### config.mk
export PLATFORM = sky130hd
export DESIGN_NAME = e203_exu_wbck_rob_flat
export DESIGN_NICKNAME = d
export VERILOG_FILES = /design/src/rtl/e203_exu_wbck_rob_if.sv /design/src/rtl/e203_exu_wbck_rob.sv /design/src/flat_wrapper.sv
export SDC_FILE = /design/constraint.sdc
export NUM_CORES = 1
export LEC_CHECK = 0
export CORE_MARGIN = 2
export CORE_UTILIZATION = 48
export DETAILED_ROUTE_END_ITERATION = 12
export PLACE_DENSITY = 0.75
export SLEW_MARGIN = 20
export SYNTH_ARGS = -nofsm -noshare
export SYNTH_HDL_FRONTEND = slang
export SYNTH_SLANG_ARGS = --single-unit
### constraint.sdc
create_clock -name clk -period 2.6 [get_ports clk]
set_clock_uncertainty 0.1 [all_clocks]
set_input_delay 0.52 -clock clk [delete_from_list [all_inputs] [get_ports clk]]
set_output_delay 0.52 -clock clk [all_outputs]
set_load 0.005 [all_outputs]
### src/rtl/e203_exu_wbck_rob_if.sv
// Handshake bundle of the long-pipe write-back reorder unit: producer channels,
// OITF head view/retire strobe and the registered write-back port.
interface e203_exu_wbck_rob_if #(
  parameter int CH_NUM  = 2,
  parameter int XLEN    = 32,
  parameter int RFIDX_W = 5,
  parameter int ITAG_W  = 2
);
  logic [CH_NUM-1:0]         ch_i_valid;
  logic [CH_NUM-1:0]         ch_i_ready;
  logic [CH_NUM*XLEN-1:0]    ch_i_wdat;
  logic [CH_NUM*RFIDX_W-1:0] ch_i_rdidx;
  logic [CH_NUM-1:0]         ch_i_rdwen;
  logic [CH_NUM*ITAG_W-1:0]  ch_i_itag;
  logic                      oitf_empty;
  logic [ITAG_W-1:0]         oitf_ret_ptr;
  logic                      oitf_ret_ena;
  logic                      wbck_o_valid;
  logic                      wbck_o_ready;
  logic [XLEN-1:0]           wbck_o_wdat;
  logic [RFIDX_W-1:0]        wbck_o_rdidx;
  logic                      err_dup_match;

  modport master (
    output ch_i_valid, ch_i_wdat, ch_i_rdidx, ch_i_rdwen, ch_i_itag,
    output oitf_empty, oitf_ret_ptr, wbck_o_ready,
    input  ch_i_ready, oitf_ret_ena, wbck_o_valid, wbck_o_wdat, wbck_o_rdidx,
    input  err_dup_match
  );

  modport slave (
    input  ch_i_valid, ch_i_wdat, ch_i_rdidx, ch_i_rdwen, ch_i_itag,
    input  oitf_empty, oitf_ret_ptr, wbck_o_ready,
    output ch_i_ready, oitf_ret_ena, wbck_o_valid, wbck_o_wdat, wbck_o_rdidx,
    output err_dup_match
  );
endinterface

### src/rtl/e203_exu_wbck_rob.sv
// Multi-channel write-back reorder unit: per-channel result FIFOs drained strictly
// in OITF order into one registered write-back port.
module e203_exu_wbck_rob #(
  parameter int CH_NUM     = 2,
  parameter int FIFO_DEPTH = 2,
  parameter int XLEN       = 32,
  parameter int RFIDX_W    = 5,
  parameter int ITAG_W     = 2
) (
  input logic                clk,
  input logic                rst,
  e203_exu_wbck_rob_if.slave bus
);
  localparam int AW = $clog2(FIFO_DEPTH);
  localparam int PW = AW + 1;

  logic [CH_NUM-1:0]         head_vld;
  logic [CH_NUM-1:0]         head_rdwen;
  logic [CH_NUM*XLEN-1:0]    head_wdat;
  logic [CH_NUM*RFIDX_W-1:0] head_rdidx;
  logic [CH_NUM*ITAG_W-1:0]  head_itag;
  logic [CH_NUM-1:0]         ready_vec;
  logic [CH_NUM-1:0]         pop_vec;
  logic [CH_NUM-1:0]         match;
  logic [CH_NUM-1:0]         sel_oh;
  logic                      dup;
  logic                      sel_rdwen;
  logic [XLEN-1:0]           sel_wdat;
  logic [RFIDX_W-1:0]        sel_rdidx;
  logic                      slot_free;
  logic                      pop_ok;
  logic                      load;

  logic                      wbck_valid_q, wbck_valid_d;
  logic [XLEN-1:0]           wbck_wdat_q, wbck_wdat_d;
  logic [RFIDX_W-1:0]        wbck_rdidx_q, wbck_rdidx_d;
  logic                      err_dup_q, err_dup_d;

  genvar gi;
  generate
    for (gi = 0; gi < CH_NUM; gi++) begin : g_ch
      logic [PW-1:0]      wr_ptr_q, wr_ptr_d;
      logic [PW-1:0]      rd_ptr_q, rd_ptr_d;
      logic [XLEN-1:0]    wdat_mem_q  [FIFO_DEPTH];
      logic [RFIDX_W-1:0] rdidx_mem_q [FIFO_DEPTH];
      logic               rdwen_mem_q [FIFO_DEPTH];
      logic [ITAG_W-1:0]  itag_mem_q  [FIFO_DEPTH];
      logic               full;
      logic               empty;
      logic               push;

      assign empty = (wr_ptr_q == rd_ptr_q);
      assign full  = (wr_ptr_q[AW] != rd_ptr_q[AW]) &&
                     (wr_ptr_q[AW-1:0] == rd_ptr_q[AW-1:0]);
      // Ready looks only at fullness so a same-cycle pop never feeds back into it.
      assign ready_vec[gi] = ~full & ~rst;
      assign push          = bus.ch_i_valid[gi] & ready_vec[gi];

      always_comb begin
        wr_ptr_d = wr_ptr_q + PW'(push);
        rd_ptr_d = rd_ptr_q + PW'(pop_vec[gi]);
      end

      always_ff @(posedge clk) begin
        if (rst) begin
          wr_ptr_q <= '0;
          rd_ptr_q <= '0;
        end else begin
          wr_ptr_q <= wr_ptr_d;
          rd_ptr_q <= rd_ptr_d;
        end
      end

      always_ff @(posedge clk) begin
        if (push) begin
          wdat_mem_q[wr_ptr_q[AW-1:0]]  <= bus.ch_i_wdat[gi*XLEN +: XLEN];
          rdidx_mem_q[wr_ptr_q[AW-1:0]] <= bus.ch_i_rdidx[gi*RFIDX_W +: RFIDX_W];
          rdwen_mem_q[wr_ptr_q[AW-1:0]] <= bus.ch_i_rdwen[gi];
          itag_mem_q[wr_ptr_q[AW-1:0]]  <= bus.ch_i_itag[gi*ITAG_W +: ITAG_W];
        end
      end

      assign head_vld[gi]                         = ~empty;
      assign head_wdat[gi*XLEN +: XLEN]           = wdat_mem_q[rd_ptr_q[AW-1:0]];
      assign head_rdidx[gi*RFIDX_W +: RFIDX_W]    = rdidx_mem_q[rd_ptr_q[AW-1:0]];
      assign head_rdwen[gi]                       = rdwen_mem_q[rd_ptr_q[AW-1:0]];
      assign head_itag[gi*ITAG_W +: ITAG_W]       = itag_mem_q[rd_ptr_q[AW-1:0]];
    end
  endgenerate

  always_comb begin
    match = '0;
    for (int k = 0; k < CH_NUM; k++) begin
      match[k] = head_vld[k] & (head_itag[k*ITAG_W +: ITAG_W] == bus.oitf_ret_ptr) &
                 ~bus.oitf_empty & ~rst;
    end
    // Isolate the lowest set bit; any other bit left over means a duplicate itag.
    sel_oh = match & (~match + CH_NUM'(1));
    dup    = |(match & (match - CH_NUM'(1)));

    sel_wdat  = '0;
    sel_rdidx = '0;
    sel_rdwen = 1'b0;
    for (int k = 0; k < CH_NUM; k++) begin
      if (sel_oh[k]) begin
        sel_wdat  = head_wdat[k*XLEN +: XLEN];
        sel_rdidx = head_rdidx[k*RFIDX_W +: RFIDX_W];
        sel_rdwen = head_rdwen[k];
      end
    end

    slot_free = ~wbck_valid_q | bus.wbck_o_ready;
    // Results without a destination retire even when the output slot is stalled.
    pop_ok    = (|match) & (~sel_rdwen | slot_free);
    load      = pop_ok & sel_rdwen;
    pop_vec   = pop_ok ? sel_oh : '0;

    wbck_valid_d = load | (wbck_valid_q & ~bus.wbck_o_ready);
    wbck_wdat_d  = load ? sel_wdat  : wbck_wdat_q;
    wbck_rdidx_d = load ? sel_rdidx : wbck_rdidx_q;
    err_dup_d    = err_dup_q | dup;
  end

  always_ff @(posedge clk) begin
    if (rst) begin
      wbck_valid_q <= 1'b0;
      wbck_wdat_q  <= '0;
      wbck_rdidx_q <= '0;
      err_dup_q    <= 1'b0;
    end else begin
      wbck_valid_q <= wbck_valid_d;
      wbck_wdat_q  <= wbck_wdat_d;
      wbck_rdidx_q <= wbck_rdidx_d;
      err_dup_q    <= err_dup_d;
    end
  end

  assign bus.ch_i_ready    = ready_vec;
  assign bus.oitf_ret_ena  = pop_ok;
  assign bus.wbck_o_valid  = wbck_valid_q;
  assign bus.wbck_o_wdat   = wbck_wdat_q;
  assign bus.wbck_o_rdidx  = wbck_rdidx_q;
  assign bus.err_dup_match = err_dup_q;
endmodule

### src/flat_wrapper.sv
// flat-port wrapper written by rule: the top's interface ports become plain ports
module e203_exu_wbck_rob_flat 
#(
  parameter int CH_NUM     = 2,
  parameter int FIFO_DEPTH = 2,
  parameter int XLEN       = 32,
  parameter int RFIDX_W    = 5,
  parameter int ITAG_W     = 2
)
  (clk, rst, bus_ch_i_valid, bus_ch_i_wdat, bus_ch_i_rdidx, bus_ch_i_rdwen, bus_ch_i_itag, bus_oitf_empty, bus_oitf_ret_ptr, bus_wbck_o_ready, bus_ch_i_ready, bus_oitf_ret_ena, bus_wbck_o_valid, bus_wbck_o_wdat, bus_wbck_o_rdidx, bus_err_dup_match);
  e203_exu_wbck_rob_if #(.CH_NUM(CH_NUM), .XLEN(XLEN), .RFIDX_W(RFIDX_W), .ITAG_W(ITAG_W)) bus_i ();
  input logic clk;
  input logic rst;
  input wire logic [$bits(bus_i.ch_i_valid)-1:0] bus_ch_i_valid;
  input wire logic [$bits(bus_i.ch_i_wdat)-1:0] bus_ch_i_wdat;
  input wire logic [$bits(bus_i.ch_i_rdidx)-1:0] bus_ch_i_rdidx;
  input wire logic [$bits(bus_i.ch_i_rdwen)-1:0] bus_ch_i_rdwen;
  input wire logic [$bits(bus_i.ch_i_itag)-1:0] bus_ch_i_itag;
  input wire logic [$bits(bus_i.oitf_empty)-1:0] bus_oitf_empty;
  input wire logic [$bits(bus_i.oitf_ret_ptr)-1:0] bus_oitf_ret_ptr;
  input wire logic [$bits(bus_i.wbck_o_ready)-1:0] bus_wbck_o_ready;
  output wire logic [$bits(bus_i.ch_i_ready)-1:0] bus_ch_i_ready;
  output wire logic [$bits(bus_i.oitf_ret_ena)-1:0] bus_oitf_ret_ena;
  output wire logic [$bits(bus_i.wbck_o_valid)-1:0] bus_wbck_o_valid;
  output wire logic [$bits(bus_i.wbck_o_wdat)-1:0] bus_wbck_o_wdat;
  output wire logic [$bits(bus_i.wbck_o_rdidx)-1:0] bus_wbck_o_rdidx;
  output wire logic [$bits(bus_i.err_dup_match)-1:0] bus_err_dup_match;
  assign bus_i.ch_i_valid = bus_ch_i_valid;
  assign bus_i.ch_i_wdat = bus_ch_i_wdat;
  assign bus_i.ch_i_rdidx = bus_ch_i_rdidx;
  assign bus_i.ch_i_rdwen = bus_ch_i_rdwen;
  assign bus_i.ch_i_itag = bus_ch_i_itag;
  assign bus_i.oitf_empty = bus_oitf_empty;
  assign bus_i.oitf_ret_ptr = bus_oitf_ret_ptr;
  assign bus_i.wbck_o_ready = bus_wbck_o_ready;
  assign bus_ch_i_ready = bus_i.ch_i_ready;
  assign bus_oitf_ret_ena = bus_i.oitf_ret_ena;
  assign bus_wbck_o_valid = bus_i.wbck_o_valid;
  assign bus_wbck_o_wdat = bus_i.wbck_o_wdat;
  assign bus_wbck_o_rdidx = bus_i.wbck_o_rdidx;
  assign bus_err_dup_match = bus_i.err_dup_match;
  e203_exu_wbck_rob #(.CH_NUM(CH_NUM), .FIFO_DEPTH(FIFO_DEPTH), .XLEN(XLEN), .RFIDX_W(RFIDX_W), .ITAG_W(ITAG_W)) u_core (.clk(clk), .rst(rst), .bus(bus_i));
endmodule
==> impl_metrics.tcl <==
set metrics [dict create \
    r2r_start "u_core.g_ch[0].rd_ptr_q[1]" \
    whs_ns 0.407 \
    htree_num_levels 1 \
    synth_area_mm2 0.00837 \
    holdCritPathClass "flip-flop to flip-flop" \
    rsz0062_at_grt "true" \
    track_usage_pct 21.8 \
    grt_overflow 0 \
    postPlaceCellArea_mm2 0.0101 \
    cpPeakStageDelay_ns 0.44 \
    area_growth_pct 30.6 \
    core_mm2 0.0172 \
    crit_arrival_ns 2.16 \
    crit_path_max_fanout 2 \
    drive_gt1_share_pct 22.6 \
    ctsLongestPathBuffers 3 \
    cts_tree "yes" \
    avgSynthCellArea_um2 15.3 \
    required_ns 1.98 \
    drv_slew 0 \
    wl_per_cell_um 22.5 \
    place_congestion 0.952 \
    setup-violations-final 1 \
    fin_crit_sh_pct 107 \
    finalHoldViolations 0 \
    synth_cell_types 31 \
    synth_seq_cells 207 \
    drtPass1Iterations 5 \
    io_buffers 129 \
    syn_nets 640 \
    drtAntennaViolNets 0 \
    clk_pin_slew_worst_paths_ns 0.07 \
    cts_made_buffers 20 \
    cts.sinks 207 \
    drc 0 \
    vias 5462 \
    drv_cap 0 \
    yosysWarnings 0 \
    fill_cells 1244 \
    crit_start "u_core.g_ch[0].rd_ptr_q[1]" \
    die_x_um 136 \
    cts_root_buffer "clkbuf_16" \
    fin_nets 776 \
    slowest_stage "dfxtp_1" \
    diodes 0 \
    min_period_ns 2.78 \
    final_cell_mix "160 x edfxtp_1, 127 x clkdlybuf4s50_1, 45 x dfxtp_1, 40 x mux2i_1, 38 x mux2_2" \
    mostFrequentLayoutCell "edfxtp_1" \
    drt-initial-drc-count 427 \
    worstSetupPathType "flip-flop to output pin" \
    dieHeight_um 136 \
    hpwl_mm 12.6 \
    grt_max_degree 76 \
    die-area_mm2 0.0185 \
    num_io_pins 130 \
    power_density_mw_per_mm2 649 \
    cp-end-kind "output pin" \
    routed_wl_mm 20.7 \
    max_slew_margin_pct 55.1 \
    finalInstanceArea_mm2 0.0109 \
    status "complete, but fails checks" \
    num_rows 48 \
    hold_start "u_core.bus.err_dup_match" \
    p_leak_nw 3.39 \
    worst_slack_ns -0.184 \
    grt_pass1_vias 5671 \
    viasPerCell 5.93 \
    violations "setup timing" \
    initial_core_util_pct 48.7 \
    synth-seq-area-share_pct 68.7 \
    ir_worst_vdd_v 0.000656 \
    grt_pass1_wl_mm 30.9 \
    worstSkewPairLatency_ns 0.50 \
    grt_antenna_before_repair 1 \
    synthCells 546 \
    cp-start-kind "flip-flop" \
    max_freq_mhz 359 \
    path_cells "xor2_4, o21ai_4, or3_4, and3_4, or2_4, buf_6" \
    worst_slew_pin_slew_ns 0.674 \
]
## cell usage after synthesis, drive strengths merged
cell	instances	area, um2
edfxtp	160	4800
dfxtp	47	941
mux2i	42	420
clkbuf	39	146
nor4	39	244
mux2	38	428
a211oi	37	378
a221oi	37	324
a31oi	37	231
buf	18	93.8
nor2	10	37.5
xnor2	9	78.8
ha	6	75.1
xor2	4	35.0
a21oi	3	15.0
inv	3	11.3
nor2b	3	18.8
and2	2	12.5
nand2	2	7.51
nor3	2	10.0
o21ai	2	10.0
a22o	1	8.76
and3	1	6.26
nand2b	1	6.26
o21ba	1	10.0
or2	1	6.26
or3	1	6.26
## final cells by class
class / count / area (um2) / area share, %
multi-input cells: 279 / 2500 / 22.9
clock buffers: 29 / 576 / 5.27
well taps: 225 / 282 / 2.58
clock inverters: 7 / 62.6 / 0.573
inverters: 3 / 11.3 / 0.103
repair buffers: 171 / 1740 / 15.9
flip-flops and latches: 207 / 5750 / 52.6
## state kept, by name, summed over array words and instances (netlist names)
register	cells
u_core.g_ch.rdwen_mem_q	4
u_core.bus.wbck_o_rdidx	5
u_core.bus.wbck_o_valid	1
u_core.g_ch.wr_ptr_q	4
u_core.g_ch.rd_ptr_q	4
u_core.g_ch.itag_mem_q	8
u_core.g_ch.rdidx_mem_q	20
u_core.g_ch.wdat_mem_q	128
u_core.bus.wbck_o_wdat	32
u_core.bus.err_dup_match	1
## timing repair
item | in CTS | in global routing
setup endpoints to repair | 108 | 40
gates cloned | 1 | 1
resized for setup | 23 | 4
buffers inserted | 4 | 1
hold buffers | 0 | 0
pin swaps | 3 | 3
## metal layers
metal  GRT usage, %  vias up  wire [um]
li1               -     2477          -
met1           28.4     2724       8380
met2           37.2      218      10500
met3           3.39       41       1300
met4           7.81        2        553
met5              0        -         13
## kinds of logic (layout without fill, tap and decap cells)
logic type	count (synthesis)	after routing	synth area share (%)
XOR/XNOR	13	13	1.36
AO/OA/AOI/OAI	118	118	11.7
multiplexers	80	80	10.1
AND/OR/NAND/NOR	62	62	4.25
adder cells (fa/ha/maj)	6	6	0.897
buffers and inverters	60	210	3.01
flip-flops	207	207	68.7
## worst max-delay path, delay by kind of cell, from the launching register on
family,cells,cell delay [ns]
AOI/OAI and AO/OA,1,0.07
xor gates and xnor gates,1,0.26
buffers and inverters,1,0.11
DFF,1,0.44
and+or+nand+nor,3,0.77
## final timing paths
kind | end | slack [ns] | cells past startpoint
setup reg to reg | u_core.bus.wbck_o_wdat[2] | 0.09 | 8
hold reg to reg | u_core.bus.err_dup_match | 0.41 | 2
setup / recovery | bus_oitf_ret_ena | -0.18 | 6
hold / removal | u_core.bus.err_dup_match | 0.41 | 2
## where the power goes
group          switching [W]  internal [W]  leakage, nW
Clock                0.00117       0.00164        0.314
Sequential         0.0000387       0.00368         1.85
Combinational       0.000284      0.000270         1.23
Total                0.00150       0.00559         3.39
## per-stage QoR
stage	setup slack, ns	utilization, %	cells	TNS [ns]	power [W]
after floorplan	0.0305	-	546	0	0.00401
after global placement	-0.617	58.7	879	-23.32	0.00430
after detailed placement	-0.629	58.7	879	-30.15	0.00432
after CTS	-0.188	63.3	920	-0.228	0.00713
after global routing	-0.254	63.6	921	-0.254	0.00730
final	-0.184	63.6	921	-0.184	0.00709
Power figures use the tool's default switching activity.
